## src/rtl/alu_rsv_station_pkg.sv

```systemverilog
// Shared types and constants for the ALU reservation station.
// Optional feature: RS_AGE_SEL_EN selects oldest-first issue (see rs_select).
package alu_rs_pkg;

   // Default widths; the station's TAG_W/XLEN parameters default to these
   // and the entry struct below is laid out with them.
   localparam int DEF_TAG_W = 6;
   localparam int DEF_XLEN  = 32;

   // ALU extension codes carried alongside funct3
   localparam logic [2:0] ALU_EXT_R      = 3'd0;
   localparam logic [2:0] ALU_EXT_JAL    = 3'd1;
   localparam logic [2:0] ALU_EXT_JALR   = 3'd2;
   localparam logic [2:0] ALU_EXT_BRANCH = 3'd3;
   localparam logic [2:0] ALU_EXT_SUB    = 3'd4;
   localparam logic [2:0] ALU_EXT_UPPER  = 3'd5;

   typedef struct packed {
      logic                 valid;
      logic                 op1_rdy;
      logic [DEF_TAG_W-1:0] op1_tag;
      logic [DEF_XLEN-1:0]  op1_val;
      logic                 op2_rdy;
      logic [DEF_TAG_W-1:0] op2_tag;
      logic [DEF_XLEN-1:0]  op2_val;
      logic [2:0]           funct3;
      logic [2:0]           alu_ext;
      logic [DEF_TAG_W-1:0] dest_tag;
   } rs_entry_t;

   // A broadcast matches a waiting operand on a full-width tag compare.
   function automatic logic tag_hit(input logic                 cdb_vld,
                                    input logic [DEF_TAG_W-1:0] wait_tag,
                                    input logic [DEF_TAG_W-1:0] cdb_tag);
      return cdb_vld && (wait_tag == cdb_tag);
   endfunction

endpackage

```

## src/rtl/alu_rsv_station_if.sv

```systemverilog
// Dispatch / CDB / issue bundle of the ALU reservation station.
// master = dispatch, CDB and arbiter side; slave = the station itself.
interface alu_rsv_station_if #(
   parameter int DEPTH = 4,
   parameter int TAG_W = 6,
   parameter int XLEN  = 32
);
   localparam int CNT_W = $clog2(DEPTH + 1);

   logic             flush;
   logic             disp_valid;
   logic             disp_ready;
   logic             disp_op1_rdy;
   logic [TAG_W-1:0] disp_op1_tag;
   logic [XLEN-1:0]  disp_op1_val;
   logic             disp_op2_rdy;
   logic [TAG_W-1:0] disp_op2_tag;
   logic [XLEN-1:0]  disp_op2_val;
   logic [2:0]       disp_funct3;
   logic [2:0]       disp_alu_ext;
   logic [TAG_W-1:0] disp_dest_tag;
   logic             cdb_valid;
   logic [TAG_W-1:0] cdb_tag;
   logic [XLEN-1:0]  cdb_data;
   logic             iss_stall;
   logic [XLEN-1:0]  iss_op1;
   logic [XLEN-1:0]  iss_op2;
   logic [2:0]       iss_funct3;
   logic [2:0]       iss_alu_ext;
   logic [TAG_W-1:0] iss_tag;
   logic             iss_tag_valid;
   logic [CNT_W-1:0] count;

   modport master (
      output flush, disp_valid, disp_op1_rdy, disp_op1_tag, disp_op1_val,
             disp_op2_rdy, disp_op2_tag, disp_op2_val, disp_funct3,
             disp_alu_ext, disp_dest_tag, cdb_valid, cdb_tag, cdb_data,
             iss_stall,
      input  disp_ready, iss_op1, iss_op2, iss_funct3, iss_alu_ext, iss_tag,
             iss_tag_valid, count
   );

   modport slave (
      input  flush, disp_valid, disp_op1_rdy, disp_op1_tag, disp_op1_val,
             disp_op2_rdy, disp_op2_tag, disp_op2_val, disp_funct3,
             disp_alu_ext, disp_dest_tag, cdb_valid, cdb_tag, cdb_data,
             iss_stall,
      output disp_ready, iss_op1, iss_op2, iss_funct3, iss_alu_ext, iss_tag,
             iss_tag_valid, count
   );
endinterface

```

## src/rtl/alu_rsv_station_select.sv

```systemverilog
// Issue select: eligibility vector -> one-hot grant.
// RS_AGE_SEL_EN defined: oldest eligible entry wins via an age matrix
// (age_q[i][j]=1 means entry i is older than entry j).
// Undefined: lowest-index eligible entry wins.
module rs_select #(
   parameter int DEPTH = 4
) (
`ifdef RS_AGE_SEL_EN
   input  logic             clk,
   input  logic             rst,
   input  logic [DEPTH-1:0] alloc_i,
   input  logic [DEPTH-1:0] valid_i,
`endif
   input  logic [DEPTH-1:0] elig_i,
   output logic [DEPTH-1:0] grant_o,
   output logic             grant_vld_o
);

   assign grant_vld_o = |elig_i;

`ifdef RS_AGE_SEL_EN
   logic [DEPTH-1:0] age_q [DEPTH];
   logic [DEPTH-1:0] age_d [DEPTH];

   // A new entry is younger than everything already resident.
   always_comb begin
      age_d = age_q;
      for (int k = 0; k < DEPTH; k++) begin
         if (alloc_i[k]) begin
            age_d[k] = '0;
            for (int i = 0; i < DEPTH; i++) begin
               if (valid_i[i]) age_d[i][k] = 1'b1;
            end
         end
      end
   end

   // Age matrix register.
   always_ff @(posedge clk) begin
      if (rst) age_q <= '{default: '0};
      else     age_q <= age_d;
   end

   // Grant the eligible entry that no other eligible entry is older than.
   always_comb begin
      grant_o = '0;
      for (int i = 0; i < DEPTH; i++) begin
         grant_o[i] = elig_i[i];
         for (int j = 0; j < DEPTH; j++) begin
            if (j != i && elig_i[j] && age_q[j][i]) grant_o[i] = 1'b0;
         end
      end
   end
`else
   // Grant the lowest-index eligible entry.
   always_comb begin
      grant_o = '0;
      for (int i = 0; i < DEPTH; i++) begin
         if (elig_i[i] && grant_o == '0) grant_o[i] = 1'b1;
      end
   end
`endif

endmodule

```

## src/rtl/alu_rsv_station.sv

```systemverilog
// Reservation station and issue register for the integer ALU.
// Holds DEPTH micro-ops, wakes operands from the CDB, issues one
// operand-complete entry per unstalled cycle into a registered stage.
// Optional macro RS_AGE_SEL_EN: oldest-first select instead of lowest index.
// TAG_W/XLEN must stay equal to the package defaults (entry struct layout).
module alu_rsv_station
   import alu_rs_pkg::*;
#(
   parameter int DEPTH = 4,
   parameter int TAG_W = DEF_TAG_W,
   parameter int XLEN  = DEF_XLEN
) (
   input logic               clk,
   input logic               rst,
   alu_rsv_station_if.slave  bus
);

   localparam int CNT_W = $clog2(DEPTH + 1);

   rs_entry_t        ent_q [DEPTH];
   rs_entry_t        ent_d [DEPTH];
   rs_entry_t        disp_e;
   rs_entry_t        sel_e;
   logic [DEPTH-1:0] valid_vec;
   logic [DEPTH-1:0] elig;
   logic [DEPTH-1:0] alloc;
   logic [DEPTH-1:0] grant;
   logic             grant_vld;
   logic [CNT_W-1:0] cnt;
   logic             disp_rdy;
   logic             do_disp;

   logic             iss_vld_q, iss_vld_d;
   logic [XLEN-1:0]  iss_op1_q, iss_op1_d;
   logic [XLEN-1:0]  iss_op2_q, iss_op2_d;
   logic [2:0]       iss_f3_q,  iss_f3_d;
   logic [2:0]       iss_ext_q, iss_ext_d;
   logic [TAG_W-1:0] iss_tag_q, iss_tag_d;

   // Occupancy, lowest free slot and eligibility from registered state only.
   always_comb begin
      cnt   = '0;
      alloc = '0;
      for (int i = 0; i < DEPTH; i++) begin
         valid_vec[i] = ent_q[i].valid;
         elig[i]      = ent_q[i].valid && ent_q[i].op1_rdy && ent_q[i].op2_rdy;
         if (ent_q[i].valid) cnt = cnt + CNT_W'(1);
         if (!ent_q[i].valid && alloc == '0) alloc[i] = 1'b1;
      end
   end

   assign disp_rdy       = (cnt < CNT_W'(DEPTH));
   assign do_disp        = bus.disp_valid && disp_rdy && !bus.flush;
   assign bus.disp_ready = disp_rdy;
   assign bus.count      = cnt;

   rs_select #(.DEPTH(DEPTH)) u_select (
`ifdef RS_AGE_SEL_EN
      .clk         (clk),
      .rst         (rst),
      .alloc_i     (alloc & {DEPTH{do_disp}}),
      .valid_i     (valid_vec),
`endif
      .elig_i      (elig),
      .grant_o     (grant),
      .grant_vld_o (grant_vld)
   );

   // Incoming entry, capturing a same-cycle CDB broadcast for waiting operands.
   always_comb begin
      disp_e          = '0;
      disp_e.valid    = 1'b1;
      disp_e.op1_tag  = bus.disp_op1_tag;
      disp_e.op2_tag  = bus.disp_op2_tag;
      disp_e.op1_rdy  = bus.disp_op1_rdy ||
                        tag_hit(bus.cdb_valid, bus.disp_op1_tag, bus.cdb_tag);
      disp_e.op2_rdy  = bus.disp_op2_rdy ||
                        tag_hit(bus.cdb_valid, bus.disp_op2_tag, bus.cdb_tag);
      disp_e.op1_val  = bus.disp_op1_rdy ? bus.disp_op1_val : bus.cdb_data;
      disp_e.op2_val  = bus.disp_op2_rdy ? bus.disp_op2_val : bus.cdb_data;
      disp_e.funct3   = bus.disp_funct3;
      disp_e.alu_ext  = bus.disp_alu_ext;
      disp_e.dest_tag = bus.disp_dest_tag;
   end

   // Entry next state: wakeup, free on issue, dispatch write, flush last.
   always_comb begin
      ent_d = ent_q;
      for (int i = 0; i < DEPTH; i++) begin
         if (ent_q[i].valid && !ent_q[i].op1_rdy &&
             tag_hit(bus.cdb_valid, ent_q[i].op1_tag, bus.cdb_tag)) begin
            ent_d[i].op1_rdy = 1'b1;
            ent_d[i].op1_val = bus.cdb_data;
         end
         if (ent_q[i].valid && !ent_q[i].op2_rdy &&
             tag_hit(bus.cdb_valid, ent_q[i].op2_tag, bus.cdb_tag)) begin
            ent_d[i].op2_rdy = 1'b1;
            ent_d[i].op2_val = bus.cdb_data;
         end
         if (!bus.iss_stall && grant[i]) ent_d[i].valid = 1'b0;
         if (do_disp && alloc[i])        ent_d[i]       = disp_e;
         if (bus.flush)                  ent_d[i].valid = 1'b0;
      end
   end

   // Entry storage; only the valid bits need a reset value.
   always_ff @(posedge clk) begin
      if (rst) begin
         for (int i = 0; i < DEPTH; i++) ent_q[i].valid <= 1'b0;
      end else begin
         ent_q <= ent_d;
      end
   end

   // One-hot mux of the granted entry.
   always_comb begin
      sel_e = '0;
      for (int i = 0; i < DEPTH; i++) begin
         if (grant[i]) sel_e = ent_q[i];
      end
   end

   // Issue register next state: hold while stalled, load or bubble otherwise.
   always_comb begin
      iss_vld_d = iss_vld_q;
      iss_op1_d = iss_op1_q;
      iss_op2_d = iss_op2_q;
      iss_f3_d  = iss_f3_q;
      iss_ext_d = iss_ext_q;
      iss_tag_d = iss_tag_q;
      if (bus.flush) begin
         iss_vld_d = 1'b0;
      end else if (!bus.iss_stall) begin
         iss_vld_d = grant_vld;
         if (grant_vld) begin
            iss_op1_d = sel_e.op1_val;
            iss_op2_d = sel_e.op2_val;
            iss_f3_d  = sel_e.funct3;
            iss_ext_d = sel_e.alu_ext;
            iss_tag_d = sel_e.dest_tag;
         end
      end
   end

   // Issue register feeding the combinational ALU.
   always_ff @(posedge clk) begin
      if (rst) begin
         iss_vld_q <= 1'b0;
         iss_op1_q <= '0;
         iss_op2_q <= '0;
         iss_f3_q  <= '0;
         iss_ext_q <= '0;
         iss_tag_q <= '0;
      end else begin
         iss_vld_q <= iss_vld_d;
         iss_op1_q <= iss_op1_d;
         iss_op2_q <= iss_op2_d;
         iss_f3_q  <= iss_f3_d;
         iss_ext_q <= iss_ext_d;
         iss_tag_q <= iss_tag_d;
      end
   end

   assign bus.iss_tag_valid = iss_vld_q;
   assign bus.iss_op1       = iss_op1_q;
   assign bus.iss_op2       = iss_op2_q;
   assign bus.iss_funct3    = iss_f3_q;
   assign bus.iss_alu_ext   = iss_ext_q;
   assign bus.iss_tag       = iss_tag_q;

endmodule

```

## src/flat_wrapper.sv

```systemverilog
// flat-port wrapper written by rule: the top's interface ports become plain ports
module alu_rsv_station_flat import alu_rs_pkg::*;
#(
   parameter int DEPTH = 4,
   parameter int TAG_W = DEF_TAG_W,
   parameter int XLEN  = DEF_XLEN
)
  (clk, rst, bus_flush, bus_disp_valid, bus_disp_op1_rdy, bus_disp_op1_tag, bus_disp_op1_val, bus_disp_op2_rdy, bus_disp_op2_tag, bus_disp_op2_val, bus_disp_funct3, bus_disp_alu_ext, bus_disp_dest_tag, bus_cdb_valid, bus_cdb_tag, bus_cdb_data, bus_iss_stall, bus_disp_ready, bus_iss_op1, bus_iss_op2, bus_iss_funct3, bus_iss_alu_ext, bus_iss_tag, bus_iss_tag_valid, bus_count);
  alu_rsv_station_if #(.DEPTH(DEPTH), .TAG_W(TAG_W), .XLEN(XLEN)) bus_i ();
  input logic clk;
  input logic rst;
  input wire logic [$bits(bus_i.flush)-1:0] bus_flush;
  input wire logic [$bits(bus_i.disp_valid)-1:0] bus_disp_valid;
  input wire logic [$bits(bus_i.disp_op1_rdy)-1:0] bus_disp_op1_rdy;
  input wire logic [$bits(bus_i.disp_op1_tag)-1:0] bus_disp_op1_tag;
  input wire logic [$bits(bus_i.disp_op1_val)-1:0] bus_disp_op1_val;
  input wire logic [$bits(bus_i.disp_op2_rdy)-1:0] bus_disp_op2_rdy;
  input wire logic [$bits(bus_i.disp_op2_tag)-1:0] bus_disp_op2_tag;
  input wire logic [$bits(bus_i.disp_op2_val)-1:0] bus_disp_op2_val;
  input wire logic [$bits(bus_i.disp_funct3)-1:0] bus_disp_funct3;
  input wire logic [$bits(bus_i.disp_alu_ext)-1:0] bus_disp_alu_ext;
  input wire logic [$bits(bus_i.disp_dest_tag)-1:0] bus_disp_dest_tag;
  input wire logic [$bits(bus_i.cdb_valid)-1:0] bus_cdb_valid;
  input wire logic [$bits(bus_i.cdb_tag)-1:0] bus_cdb_tag;
  input wire logic [$bits(bus_i.cdb_data)-1:0] bus_cdb_data;
  input wire logic [$bits(bus_i.iss_stall)-1:0] bus_iss_stall;
  output wire logic [$bits(bus_i.disp_ready)-1:0] bus_disp_ready;
  output wire logic [$bits(bus_i.iss_op1)-1:0] bus_iss_op1;
  output wire logic [$bits(bus_i.iss_op2)-1:0] bus_iss_op2;
  output wire logic [$bits(bus_i.iss_funct3)-1:0] bus_iss_funct3;
  output wire logic [$bits(bus_i.iss_alu_ext)-1:0] bus_iss_alu_ext;
  output wire logic [$bits(bus_i.iss_tag)-1:0] bus_iss_tag;
  output wire logic [$bits(bus_i.iss_tag_valid)-1:0] bus_iss_tag_valid;
  output wire logic [$bits(bus_i.count)-1:0] bus_count;
  assign bus_i.flush = bus_flush;
  assign bus_i.disp_valid = bus_disp_valid;
  assign bus_i.disp_op1_rdy = bus_disp_op1_rdy;
  assign bus_i.disp_op1_tag = bus_disp_op1_tag;
  assign bus_i.disp_op1_val = bus_disp_op1_val;
  assign bus_i.disp_op2_rdy = bus_disp_op2_rdy;
  assign bus_i.disp_op2_tag = bus_disp_op2_tag;
  assign bus_i.disp_op2_val = bus_disp_op2_val;
  assign bus_i.disp_funct3 = bus_disp_funct3;
  assign bus_i.disp_alu_ext = bus_disp_alu_ext;
  assign bus_i.disp_dest_tag = bus_disp_dest_tag;
  assign bus_i.cdb_valid = bus_cdb_valid;
  assign bus_i.cdb_tag = bus_cdb_tag;
  assign bus_i.cdb_data = bus_cdb_data;
  assign bus_i.iss_stall = bus_iss_stall;
  assign bus_disp_ready = bus_i.disp_ready;
  assign bus_iss_op1 = bus_i.iss_op1;
  assign bus_iss_op2 = bus_i.iss_op2;
  assign bus_iss_funct3 = bus_i.iss_funct3;
  assign bus_iss_alu_ext = bus_i.iss_alu_ext;
  assign bus_iss_tag = bus_i.iss_tag;
  assign bus_iss_tag_valid = bus_i.iss_tag_valid;
  assign bus_count = bus_i.count;
  alu_rsv_station #(.DEPTH(DEPTH), .TAG_W(TAG_W), .XLEN(XLEN)) u_core (.clk(clk), .rst(rst), .bus(bus_i));
endmodule
```

## config.mk

```make
export PLATFORM = sky130hd
export DESIGN_NAME = alu_rsv_station_flat
export DESIGN_NICKNAME = d
export VERILOG_FILES = /design/src/rtl/alu_rsv_station_pkg.sv /design/src/rtl/alu_rsv_station_if.sv /design/src/rtl/alu_rsv_station_select.sv /design/src/rtl/alu_rsv_station.sv /design/src/flat_wrapper.sv
export SDC_FILE = /design/constraint.sdc
export NUM_CORES = 1
export LEC_CHECK = 0
export CORE_ASPECT_RATIO = 0.75
export CORE_UTILIZATION = 55
export CTS_CLUSTER_SIZE = 30
export DETAILED_ROUTE_END_ITERATION = 10
export HOLD_SLACK_MARGIN = 0.15
export PLACE_DENSITY_LB_ADDON = 0.3
export SYNTH_ARGS = -nofsm -noshare
export SYNTH_HDL_FRONTEND = slang
export SYNTH_HIERARCHICAL = 1
export SYNTH_SLANG_ARGS = --single-unit
```

## constraint.sdc

```tcl
create_clock -name clk -period 5 [get_ports clk]
set_input_delay 0.5 -clock clk [delete_from_list [all_inputs] [get_ports clk]]
set_output_delay 0.5 -clock clk [all_outputs]
set_load 0.03 [all_outputs]
```

==> flow_summary.toml, run 1 <==
[floorplanning]
start_util_pct = 56.6
rows = 59
core_area_um2 = 35100
pin_count = 215
die_area_um2 = 36800
die_w_um = 221
die_h_um = 166

[cts]
numCtsBuffers = 42
postCtsSetupRepairBufs = 0
clock_latency_ns = 0.55
cts_tree = "built"
post_cts_resized = 0
hold_buffers = 0
clockRootBuffer = "clkbuf_16"
path_clk_slew_ns = 0.06
clockBufferDepth = 3
cts_sinks = 441
cts_htree_levels = 2

[power]
p_leak_nw = 8.24
ir_drop_mv = 0.213
p_total_mw = 7.84
p_per_area_nw_per_um2 = 329

[global_routing]
antenna_found_initial = 3
grt_pass1_vias = 13300
grt-ovfl-total = 0
grt_max_degree = 129
grt_pass1_wl_um = 79100
gr-usage-all-layers_pct = 28.1

[run]
drv_cap = 0

[setup_path]
rrSetupSlack_ns = 1.33
cp-start-kind = "register"
cp-end-kind = "output pin"
reg2reg_to = "u_core/ent_q[273]"
critPathKind = "register to output pin"
worstPathArrival_ns = 3.21
path_max_fanout = 9
r2r_cells = 9
worstPathRequired_ns = 4.50
timing.rr.start = "u_core/ent_q[363]"

[synth]
synth_fp_nets = 1573
synth_seq_cells = 441
avgSynthCellArea_um2 = 13.8
synth_seq_area_share_pct = 62.7
ys_types = 44
syn_inst = 1434
synthesis.area_um2 = 19800
yosys_warnings = 6

[detailed_routing]
wl_met2_um = 24100
vias = 13100
via_per_inst = 6.25
met3_wirelength_um = 4430
wl_met1_um = 21900
drc = 0
routed_wl_um = 51700
routedWlPerCell_um = 24.7
maxUsedRoutingLayer = "met5"
drt_pass1_iterations = 5
final_antenna_net_count = 0
drt_iter0_drc = 1383

[timing]
rsz0062_at_grt = "false"
tns_ns = 0
clock.fmax_ghz = 0.270
tightest_slew_ns = 1.16
relSlewSlack_pct = 22.4
min_period_over_period_pct = 74.1
finalSetupViolations = 0
maxSlewViolCount = 0
holdWs_ns = 0.462
skew_ns = 0.0142
finalCriticalPeriod_ns = 3.71
hold_violations = 0

[placement]
dpl_cell_area_um2 = 22300
portBuffers = 214
gp_congestion = 0.910
place_inst = 2016
dp_hpwl_um = 30200

[worst_hold_path]
whs_endpoint = "u_core/bus.iss_tag_valid"
hp-start = "u_core/bus.iss_tag_valid"
hp-class = "register to register"
hold_depth = 2

[final_layout]
final_area_um2 = 23800
nets = 1742
stdcell_count = 2096
syn2layout_area_growth_pct = 20.1
drive_above_1_share_pct = 15.2

[status]
status = "finished, final reports clean"
-- cell usage in the layout (no fill, tap or decap), types with 5 or more instances in the layout --
| master | count |
|---|---|
| mux2_1 | 123 |
| a221o_1 | 76 |
| dfxtp_1 | 81 |
| nor3_1 | 79 |
| clkdlybuf4s50_1 | 213 |
| buf_4 | 20 |
| bufinv_16 | 6 |
| mux2_2 | 134 |
| a221oi_1 | 76 |
| nor2_1 | 82 |
| nand2b_1 | 5 |
| nand2_1 | 14 |
| clkbuf_1 | 12 |
| edfxtp_1 | 360 |
| xor2_1 | 38 |
| clkbuf_8 | 5 |
| a21oi_1 | 81 |
| clkbuf_16 | 45 |
| or4_1 | 5 |
| nand4_1 | 6 |
| inv_1 | 82 |
| xnor2_1 | 24 |
| ha_1 | 5 |
| nand2_2 | 6 |
-- stage by stage --
stage	util, %	setup slack, ns
4_1_cts	67.9	1.28
2_1_floorplan	-	0.658
5_1_grt	67.9	1.15
6_report	67.9	1.29
3_3_place_gp	63.7	1.34
3_5_place_dp	63.7	1.32
-- synthesized netlist by cell type (all sizes together) --
cell	n	area, µm²
a2111oi	1	27.5
a21oi	81	405
a221o	76	761
a221oi	76	666
a41o	2	20.0
a41oi	2	17.5
and2	3	18.8
and3	4	25.0
and3b	1	8.76
buf	41	233
clkbuf	68	255
dfxtp	81	1620
edfxtp	360	10800
ha	5	62.6
inv	84	315
mux2	257	2890
nand2	20	80.1
nand2b	5	31.3
nand3	4	45.0
nand3b	1	20.0
nand4	6	37.5
nor2	84	315
nor2b	4	25.0
nor3	79	395
nor3b	4	35.0
nor4	4	25.0
nor4b	1	8.76
o21ai	7	35.0
o22ai	2	12.5
or2	2	12.5
or3	1	6.26
or4	5	37.5
xnor2	25	238
xor2	38	333
-- layer usage --
layer	GRT usage, %	vias to the layer above
li1	-	5850
met1	39.6	6528
met2	44.6	623
met3	4.92	92
met4	8.79	2
met5	0	-
-- how the worst max path moves through the flow --
stage / from / to / slack [ns] / depth (start not counted)
floorplan: bus_cdb_tag[2] / u_core/ent_q[103] / 0.66 / 4
detailed placement: bus_flush / u_core/ent_q[66] / 1.32 / 6
finish: u_core/ent_q[363] / bus_disp_ready / 1.29 / 7
CTS: u_core/ent_q[363] / bus_disp_ready / 1.28 / 7
global route: u_core/ent_q[363] / u_core/ent_q[356] / 1.15 / 9
global placement: bus_flush / u_core/ent_q[81] / 1.34 / 6
-- sequential cells by signal (all words and copies together), names as in the netlist --
register and cells:
u_core/ent_q 364, u_core/bus.iss_alu_ext 3, u_core/bus.iss_tag 6, u_core/bus.iss_op1 32, u_core/bus.iss_tag_valid 1, u_core/bus.iss_op2 32
u_core/bus.iss_funct3 3
-- power by group --
| part | switching (mW) | leakage (nW) | total, mW | internal, mW |
|---|---|---|---|---|
| combinational | 0.221 | 3.60 | 0.433 | 0.212 |
| sequential | 0.0110 | 3.92 | 4.02 | 4.00 |
| clock | 1.36 | 0.718 | 3.39 | 2.03 |
| total | 1.59 | 8.24 | 7.84 | 6.25 |
-- worst max-delay path, stage by stage (launching register included) --
cell             delay (ns)
dfxtp_1                0.46
inv_1                  0.10
ha_1                   0.38
xor2_1                 0.24
ha_1                   0.19
nand2_1                0.13
xnor2_4                0.40
clkdlybuf4s50_1        0.75
-- cell families after synthesis --
| family | count (synthesis) | synth area share (%) |
|---|---|---|
| buf+inv | 193 | 4.05 |
| flops | 441 | 62.7 |
| fa+ha+maj | 5 | 0.315 |
| xor+xnor | 63 | 2.88 |
| mux | 257 | 14.6 |
| simple gates | 228 | 5.68 |
| compound gates | 247 | 9.80 |
-- cell type report --
class / instances / area [µm²]
Sequential cell: 441 / 12400
Fill cell: 2439 / 11200
Multi-Input combinational cell: 800 / 6730
Timing Repair Buffer: 234 / 2300
Clock buffer: 62 / 1240
Tap cell: 457 / 572
Inverter: 84 / 315
Clock inverter: 15 / 229
Antenna cell: 3 / 7.51
Power figures use the tool's default switching activity.
==> run 2, diff against run 1 <==
clock period = 3.5 ns   (was 5 ns; I/O delays follow)
==> run 2 against run 1 <==
Compared with the run above:
- global-route usage decreased by 0.59 points
- via count decreased by 0.23%
- utilization increased by 0.85 points
- non-clock buffer count increased by 25
- clock-buffer cell count increased by 4
- clock power increased by 38%
- critical path depth unchanged
- sequential share of layout area decreased by 0.64 points
- clock skew increased by 0.0083 ns
- sequential power increased by 43%
- die area unchanged
==> flow_summary.toml, run 2 (synthesis results as in run 1) <==
[cts]
cts_tree = "built"
cts_htree_levels = 2
hold_buffers = 0
cts_sinks = 441
numCtsBuffers = 43
clockBufferDepth = 3
clockRootBuffer = "clkbuf_16"
path_clk_slew_ns = 0.07
clock_latency_ns = 0.55

[global_routing]
busiest_layer = "met2"
grt_pass1_vias = 13400
grtUsageMet1_pct = 39.1
met3_usage_pct = 5.40
gr-usage-all-layers_pct = 27.5
antenna_found_initial = 2
grt_pass1_wl_um = 78000
grt_max_degree = 136
use_met2_pct = 43.3
grt-ovfl-total = 0

[placement]
dp_hpwl_um = 30400
dpl_cell_area_um2 = 22700
gp_congestion = 0.890
portBuffers = 214
place_ws_ns = 0.295
place_inst = 2040

[final_layout]
final_area_um2 = 24100
syn2layout_area_growth_pct = 21.6
utilization_pct = 68.8
nets = 1768
stdcell_count = 2120
largest-register = "u_core/ent_q"
final_cell_mix = "edfxtp_1, clkdlybuf4s50_1, mux2_2"
mostFrequentLayoutCell = "edfxtp_1"
largest_register_ffs = 364
drive_above_1_share_pct = 16.4

[power]
p_leak_nw = 8.39
ir_drop_mv = 0.316
p_per_area_nw_per_um2 = 457
p_total_mw = 11.0

[timing]
tightest_slew_ns = 0.851
min_period_over_period_pct = 97.7
clock.fmax_ghz = 0.292
setup_ws_ns = 0.0796
finalCriticalPeriod_ns = 3.42
holdWs_ns = 0.319
hold_violations = 0
tns_ns = 0
relSlewSlack_pct = 43.2
rsz0062_at_grt = "false"
maxSlewViolCount = 0
finalSetupViolations = 0
skew_ns = 0.0225

[worst_hold_path]
hp-class = "primary input to register"

[floorplanning]
die_h_um = 166
start_util_pct = 56.6
pin_count = 215
die_area_um2 = 36800
rows = 59
core_area_um2 = 35100
die_w_um = 221

[detailed_routing]
routedWlPerCell_um = 23.9
vias = 13100
drt_pass1_iterations = 6
via_per_inst = 6.16
final_antenna_net_count = 0
drt_iter0_drc = 1129
routed_wl_um = 50600
drc = 0

[setup_path]
worst-path-buf-inv = 2
path_max_fanout = 8
max_stage_delay_ns = 0.72
crit_top_cell = "ha_1"
crit_family = "buffers and inverters"
cp-start-kind = "register"
worstPathArrival_ns = 3.07
critPathKind = "register to output pin"
slowest_stage = "clkdlybuf4s50_1"
worstPathRequired_ns = 3.15
crit_chain = "inv_1 -> ha_1 -> xor2_1 -> ha_1 -> nand2_1 -> xnor2_4 -> clkdlybuf4s50_1"
cp-end-kind = "output pin"

[run]
drv_cap = 0

[status]
status = "finished, final reports clean"
[run 2: routing by layer]
layer	part of all wire (%)	vias up	wire [µm]
li1	-	5900	-
met1	43	6482	21900
met2	46	590	23300
met3	8.4	91	4250
met4	2.2	2	1130
met5	0.022	-	11
[run 2: area by class of cell]
class                           count  area (µm²)
Sequential cell                   441       12400
Inverter                           84         315
Tap cell                          457         572
Multi-Input combinational cell    800        6730
Antenna cell                        1        2.50
Clock inverter                     12         163
Clock buffer                       66        1250
Fill cell                        2428       10900
Timing Repair Buffer              259        2660
[run 2: timing repair]
item                                    CTS  global route
cloned                                    0             0
endpoints found under the setup margin    2             1
gates resized for setup                   0             1
pin swaps                                 1             0
setup buffers                             1             0
endpoints found under the hold margin     0             0
[run 2: power breakdown]
part / total [mW] / internal, mW / switching [mW]
Sequential: 5.74 / 5.72 / 0.0158
Clock: 4.67 / 2.77 / 1.90
Combinational: 0.617 / 0.310 / 0.307
[run 2: final timing paths]
kind,start,end,slack [ns],cells past startpoint
hold reg to reg,u_core/bus.iss_tag_valid,u_core/bus.iss_tag_valid,0.47,2
setup / recovery,u_core/ent_q[363],bus_disp_ready,0.08,7
setup reg to reg,u_core/ent_q[363],u_core/ent_q[234],0.32,10
hold / removal,rst,u_core/bus.iss_op1[24],0.32,2
[run 2: worst reg2reg max path, delay by kind of cell, from the launching register on]
kind                       cells  cell delay [ns]
buffers and inverters          3             0.78
DFF                            1             0.48
xor gates and xnor gates       2             0.45
and+or+nand+nor                2             0.21
muxes                          1             0.43
adders and majority gates      2             0.57
==> run 3, diff against run 2 <==
--- a/config.mk
+++ b/config.mk
@@ -7,3 +7,3 @@
 export LEC_CHECK = 0
-export CORE_ASPECT_RATIO = 0.75
+export CORE_ASPECT_RATIO = 0.9
 export CORE_UTILIZATION = 55
==> constraint.sdc (replaced) <==
create_clock -name clk -period 3.5 [get_ports clk]
set_input_delay 0.7 -clock clk [delete_from_list [all_inputs] [get_ports clk]]
set_output_delay 0.7 -clock clk [all_outputs]
set_load 0.03 [all_outputs]
==> run 3 against run 2 <==
Compared with the run above:
- combinational power increased by 1%
- fmax increased by 3.4%
- die area about the same
- worst hold slack improved by 0.17 ns
- final cell count increased by 0.90%
- clock-buffer cell count decreased by 2
- power decreased by 2.6%
- non-clock buffer count increased by 3
- utilization decreased by 0.44 points
- register-to-register slack got worse by 0.04 ns
- global-route usage increased by 0.20 points
- critical path type unchanged
- critical endpoint is now bus_count[1]
- largest power group unchanged
==> flow_summary.toml, run 3 (synthesis results as in run 1) <==
[final_layout]
final_area_um2 = 24100
syn2layout_area_growth_pct = 21.6
mostFrequentLayoutCell = "edfxtp_1"
drive_above_1_share_pct = 16.5
largest-register = "u_core/ent_q"
final_cell_mix = "edfxtp_1, clkdlybuf4s50_1, mux2_2"
largest_register_ffs = 364
stdcell_count = 2139
nets = 1772

[timing]
rsz0062_at_grt = "false"
finalCriticalPeriod_ns = 3.31
holdWs_ns = 0.490
relSlewSlack_pct = 50.4
tns_ns = 0
finalSetupViolations = 0
tightest_slew_ns = 0.742
maxSlewViolCount = 0
setup_ws_ns = 0.193
min_period_over_period_pct = 94.5
hold_violations = 0
skew_ns = 0.0134
clock.fmax_ghz = 0.302

[worst_hold_path]
hold_depth = 2
hp-class = "register to register"
whs_endpoint = "u_core/bus.iss_op2[24]"
hp-start = "u_core/bus.iss_op2[24]"

[floorplanning]
rows = 65
die_w_um = 202
core_area_um2 = 35300
start_util_pct = 56.2
pin_count = 215
die_h_um = 182
die_area_um2 = 36800

[placement]
place_ws_ns = 0.286
portBuffers = 214
dpl_cell_area_um2 = 22800
gp_congestion = 0.915
dp_hpwl_um = 30700
place_inst = 2056

[cts]
cts_sinks = 441
clockRootBuffer = "clkbuf_16"
numCtsBuffers = 44
cts_htree_levels = 2
path_clk_slew_ns = 0.06
clockBufferDepth = 3
cts_tree = "built"
clock_latency_ns = 0.54

[setup_path]
max_stage_delay_ns = 0.43
crit_top_cell = "ha_1"
worstPathArrival_ns = 2.61
cp-end-kind = "output pin"
cp-start-kind = "register"
worstPathRequired_ns = 2.80
reg2reg_to = "u_core/ent_q[243]"
critPathKind = "register to output pin"
r2r_cells = 9
timing.rr.start = "u_core/ent_q[272]"
rrSetupSlack_ns = 0.28
slowest_stage = "dfxtp_1"
path_max_fanout = 6
crit_chain = "inv_1 -> ha_1 -> xor2_1 -> ha_1 -> mux2_2 -> dlygate4sd2_1"

[detailed_routing]
via_per_inst = 6.16
routed_wl_um = 51000
vias = 13200
drt_pass1_iterations = 5
drc = 0
final_antenna_net_count = 0
drt_iter0_drc = 1092
routedWlPerCell_um = 23.8

[global_routing]
grt-ovfl-total = 0
grt_pass1_vias = 13200
grt_max_degree = 97
grt_pass1_wl_um = 77200
gr-usage-all-layers_pct = 27.7
antenna_found_initial = 5

[status]
status = "finished, final reports clean"

[power]
p_per_area_nw_per_um2 = 445
p_leak_nw = 8.39
ir_drop_mv = 0.366

[run]
drv_cap = 0
run 3: what timing repair did:
item / CTS / global route
pin swaps: 0 / 0
resized for setup: 3 / 6
setup endpoints to repair: 3 / 3
hold buffers: 0 / 0
setup buffers: 0 / 0
gates cloned: 0 / 0
run 3: cell type report:
type | count | area (µm²)
Antenna cell | 3 | 7.51
Clock buffer | 64 | 1230
Clock inverter | 16 | 100
Fill cell | 2523 | 11200
Inverter | 84 | 315
Multi-Input combinational cell | 800 | 6730
Sequential cell | 441 | 12400
Tap cell | 469 | 587
Timing Repair Buffer | 262 | 2730
run 3: how the worst max path moves through the flow:
stage | startpoint | end | slack, ns | cells past startpoint
2_1_floorplan | u_core/ent_q[363] | u_core/ent_q[194] | -0.59 | 8
3_3_place_gp | u_core/ent_q[363] | u_core/ent_q[248] | 0.35 | 9
3_5_place_dp | u_core/ent_q[363] | u_core/ent_q[243] | 0.29 | 9
4_1_cts | u_core/ent_q[363] | bus_disp_ready | 0.03 | 7
5_1_grt | u_core/ent_q[272] | bus_count[1] | 0.04 | 6
6_report | u_core/ent_q[272] | bus_count[1] | 0.19 | 6
run 3: metrics by stage:
step	util [%]	power, mW
5_1_grt	68.3	11.1
4_1_cts	68.3	10.8
6_report	68.3	10.7
3_5_place_dp	64.6	6.47
3_3_place_gp	64.6	6.45
2_1_floorplan	-	6.13
run 3: where the power goes:
group	total, mW	internal (mW)	switching (mW)
clock network	4.37	2.50	1.87
logic	0.625	0.315	0.310
registers	5.74	5.72	0.0152
run 3: routing by layer:
metal  wire [µm]  vias to the layer above  GRT usage, %  part of all wire [%]
li1            -                     5929             -                     -
met1       21200                     6621          38.1                    42
met2       24800                      536          45.5                    49
met3        3860                       80          4.63                   7.6
met4        1100                        4          8.06                   2.2
met5          27                        -             0                 0.053
run 3: critical path: cells and delay by family (launching register included):
family | cells | cell delay (ns)
buf+inv | 2 | 0.45
fa+ha+maj | 2 | 0.65
xor+xnor | 1 | 0.24
mux | 1 | 0.29
flops | 1 | 0.43
==> variant 1, RTL diff (config.mk and constraints of run 2) <==
Add a define of `RS_AGE_SEL_EN`.
--- a/src/rtl/alu_rsv_station_select.sv
+++ b/src/rtl/alu_rsv_station_select.sv
@@ -2,6 +2,8 @@
 // RS_AGE_SEL_EN defined: oldest eligible entry wins via an age matrix
 // (age_q[i][j]=1 means entry i is older than entry j).
 // Undefined: lowest-index eligible entry wins.
+`define RS_AGE_SEL_EN
+
 module rs_select #(
    parameter int DEPTH = 4
 ) (
Function: no difference found for any inputs over 4 cycles, from zero or initial values and one cycle with rst high; that may be too few to reach the edited logic, so the function may still have changed.
==> variant 1 against run 2 <==
  * Sequential cell count rose by 12
  * Routed wire length rose by 5.7%
  * Critical path depth rose by 1
  * Design area rose by 1.5%
  * Setup slack improved by 0.061 ns
  * Synthesized area rose by 2.0%
  * First-iteration DRC count rose by 27%
  * Clock power rose by 0.9%
  * Total power rose by 1.5%
  * Largest cell class unchanged
  * Largest power group unchanged
==> variant 1: results (changes against run 2) <==
* Clock skew at 0.01612 ns (-0.006418 ns)
* Hpwl dp at 32750 um (+7.7%)
* Sequential share of power at 52.4% (+0.3 points)
* Post-CTS Setup Bufs at 0 (-1)
* Reg2Reg Depth at 8 (-2)
* Met1 Resource Use GR at 40.19% (+1.1 points)
* Cells after DPL at 2023 (-0.83%)
* Gpl congestion at 0.8901 (about the same)
* Cells after Synth at 1413 (-1.5%)
* Post-synthesis mux area share at 14.36% (-0.24 points)
* Status: completed
* WHS at 0.3252 ns (+0.006066 ns)
* CP delay by family, top: simple AND/OR/NAND/NOR gates
* Post-Place Setup Slack at 0.1869 ns (-0.1085 ns)
* Critical path class: flop to flop
* CP max stage cell: nand4_4
* M2 GR Usage at 46.27% (+3.0 points)
* Number of buffers created by CTS at 45 (+4.7%)
* Flop2flop setup slack at 0.14 ns (-0.18 ns)
* Comb power frac at 5.4% (-0.2 points)
* Global-route met3 utilization at 5.131% (-0.27 points)
* CP max FO at 32 (+24)
* Avg WL per Cell at 25.41 um (+6.4%)
* Antenna violations before repair at 3 (+1)
* CP max stage delay at 0.68 ns (-0.04 ns)
* CP arrival at 3.64 ns (+0.57 ns)
* Share of cells above drive strength 1 at 18.43% (+2.1 points)
[variant 1: cell types whose count changed after synthesis, moves of 4 or more]
cell            run 2  this run
a21oi_1            81        17
buf_6               6        12
mux2_1            123        98
xor2_1             38        50
inv_1              82         7
or4_1               5         1
xnor2_1            24        12
nor4_1              4        10
a22oi_1             0         4
nor3_1             79        90
o21a_1              0        76
mux2_2            134       159
nand2_1            18        30
dfxtp_1            81        93
[variant 1: layout make-up]
cell class / count / area, sq um / share of cell area [%]
Inverter: 10 / 45.04 / 0.1840
Tap cell: 465 / 581.8 / 2.377
Antenna cell: 3 / 7.507 / 0.03067
Clock inverter: 11 / 105.1 / 0.4293
Timing Repair Buffer: 256 / 2610 / 10.66
Multi-Input combinational cell: 839 / 7138 / 29.16
Clock buffer: 70 / 1320 / 5.392
Sequential cell: 453 / 12670 / 51.77
[variant 1: routing by layer]
layer	wire, um	share of wire, %
met3	4574	8.5
met1	22710	42
met5	0	0
met2	25500	48
met4	750	1.4
==> variant 2, RTL diff (settings of run 2) <==
Without the edit above. Take the reset off `iss_op1_q`, `iss_op2_q` and `iss_tag_q` and load them in a clocked block of their own.
--- a/src/rtl/alu_rsv_station.sv
+++ b/src/rtl/alu_rsv_station.sv
@@ -146,19 +146,19 @@
    always_ff @(posedge clk) begin
       if (rst) begin
          iss_vld_q <= 1'b0;
-         iss_op1_q <= '0;
-         iss_op2_q <= '0;
          iss_f3_q  <= '0;
          iss_ext_q <= '0;
-         iss_tag_q <= '0;
       end else begin
          iss_vld_q <= iss_vld_d;
-         iss_op1_q <= iss_op1_d;
-         iss_op2_q <= iss_op2_d;
          iss_f3_q  <= iss_f3_d;
          iss_ext_q <= iss_ext_d;
-         iss_tag_q <= iss_tag_d;
       end
+   end
+
+   always_ff @(posedge clk) begin
+      iss_op1_q <= iss_op1_d;
+      iss_op2_q <= iss_op2_d;
+      iss_tag_q <= iss_tag_d;
    end
 
    assign bus.iss_tag_valid = iss_vld_q;
Function: differs if rst is asserted again (counterexample within 4 cycles, from zero or initial values and one cycle with rst high); with rst held inactive, the same outputs for 4 cycles.
==> variant 2 against run 2 <==
  * Clock skew fell by 0.011 ns
  * Setup slack improved by 0.10 ns
  * Count of clock-buffer cells in the layout fell by 11
  * Clock power rose by 3%
  * Sequential share of layout area rose by 2.5 points
  * Largest cell class unchanged
  * Die area fell by 0.43%
  * Total power rose by 2.2%
  * First-iteration DRC count rose by 13%
  * Sequential cell count did not move
  * Design area rose by 0.73%
  * Synthesized area fell by 0.44%
  * Critical endpoint is now bus_count[1]
  * Combinational power fell by 1%
  * The run now ends with DRC left
  * Routed wire length fell by 2.5%
  * Highest routed layer unchanged
  * Sequential power rose by 2%
==> variant 2: results (changes against run 2) <==
* Status: complete, but fails checks
* Failing checks: DRC
* VDD IR max at 0.0002730 V (-14%)
* CP arrival at 2.97 ns (-0.10 ns)
* Total Nets Final at 1641 (-7.2%)
* Period utilization at 94.82% (-2.9 points)
* DRC at 14 (+14)
* Cells after DPL at 1908 (-6.5%)
* Post-Place Setup Slack at 0.2259 ns (-0.06947 ns)
* Gr usage total at 26.95% (-0.54 points)
* Avg WL per Cell at 24.81 um (+3.8%)
* Top post-synthesis cells by area: edfxtp_1, mux2_2, mux2_1, a221oi_1, o31ai_1
* Met1 wire length at 21130 um (-3.6%)
* WHS at 0.4432 ns (+0.1240 ns)
* Crit path to: bus_count[1]
* Post-synthesis compound-gate area fraction at 7.153% (-2.6 points)
* Crit Reg-Reg Endpoint: u_core/ent_q[304]
* Largest net degree at the start of global routing at 85 (-38%)
* Gpl congestion at 0.8814 (-1.0%)
* Share of cells above drive strength 1 at 18.34% (+2.0 points)
* Post-Synth Adder-Cell Area at 0.3168% (+0.0014 points)
* Met2 routed WL at 23130 um (-0.87%)
* Non-filler cells, final at 1990 (-6.1%)
* Post-DP Area at 22800 sq um (+0.47%)
* Post-synthesis mux area share at 14.71% (+0.11 points)
* Number of fill cells in the layout at 2365 (-2.6%)
* Hpwl dp at 30690 um (+0.89%)
* Post-synthesis sequential area ratio at 66.50% (+3.8 points)
* Yosys cell types at 46 (+4.5%)
* EDFF count, synth at 430 (+19%)
* WL met3 at 4156 um (-2.1%)
* Commonest cells post-synth: edfxtp_1, mux2_2, mux2_1
* DR pass1 iterations at 8 (+2)
* Hold Startpoint: bus_disp_dest_tag[5]
variant 2: layer usage:
metal,vias up,global-route usage (%)
met4,2,7.327
met2,561,42.45
met1,6242,38.77
li1,5422,-
met3,73,4.919
met5,-,0
variant 2: repair_timing:
item                       4_1_cts  5_1_grt
setup endpoints to repair        2       28
gates resized for setup          2        0
gates cloned                     0        0
setup buffers                    0        6
variant 2: where the power goes:
group | leakage, nW | switching [W] | internal [W]
Clock | 0.708 | 0.00193 | 0.00287
Sequential | 3.85 | 0.0000142 | 0.00583
Combinational | 3.30 | 0.000297 | 0.000314
variant 2: cell type report:
cell class                      count  area [sq um]  area share (%)
Sequential cell                   441         13130           54.06
Multi-Input combinational cell    731          6279           25.84
Inverter                           15         57.56          0.2369
Clock inverter                     20         267.8           1.102
Antenna cell                        1         2.502         0.01030
Tap cell                          457         571.8           2.354
Clock buffer                       55          1174           4.831
Timing Repair Buffer              270          2810           11.57
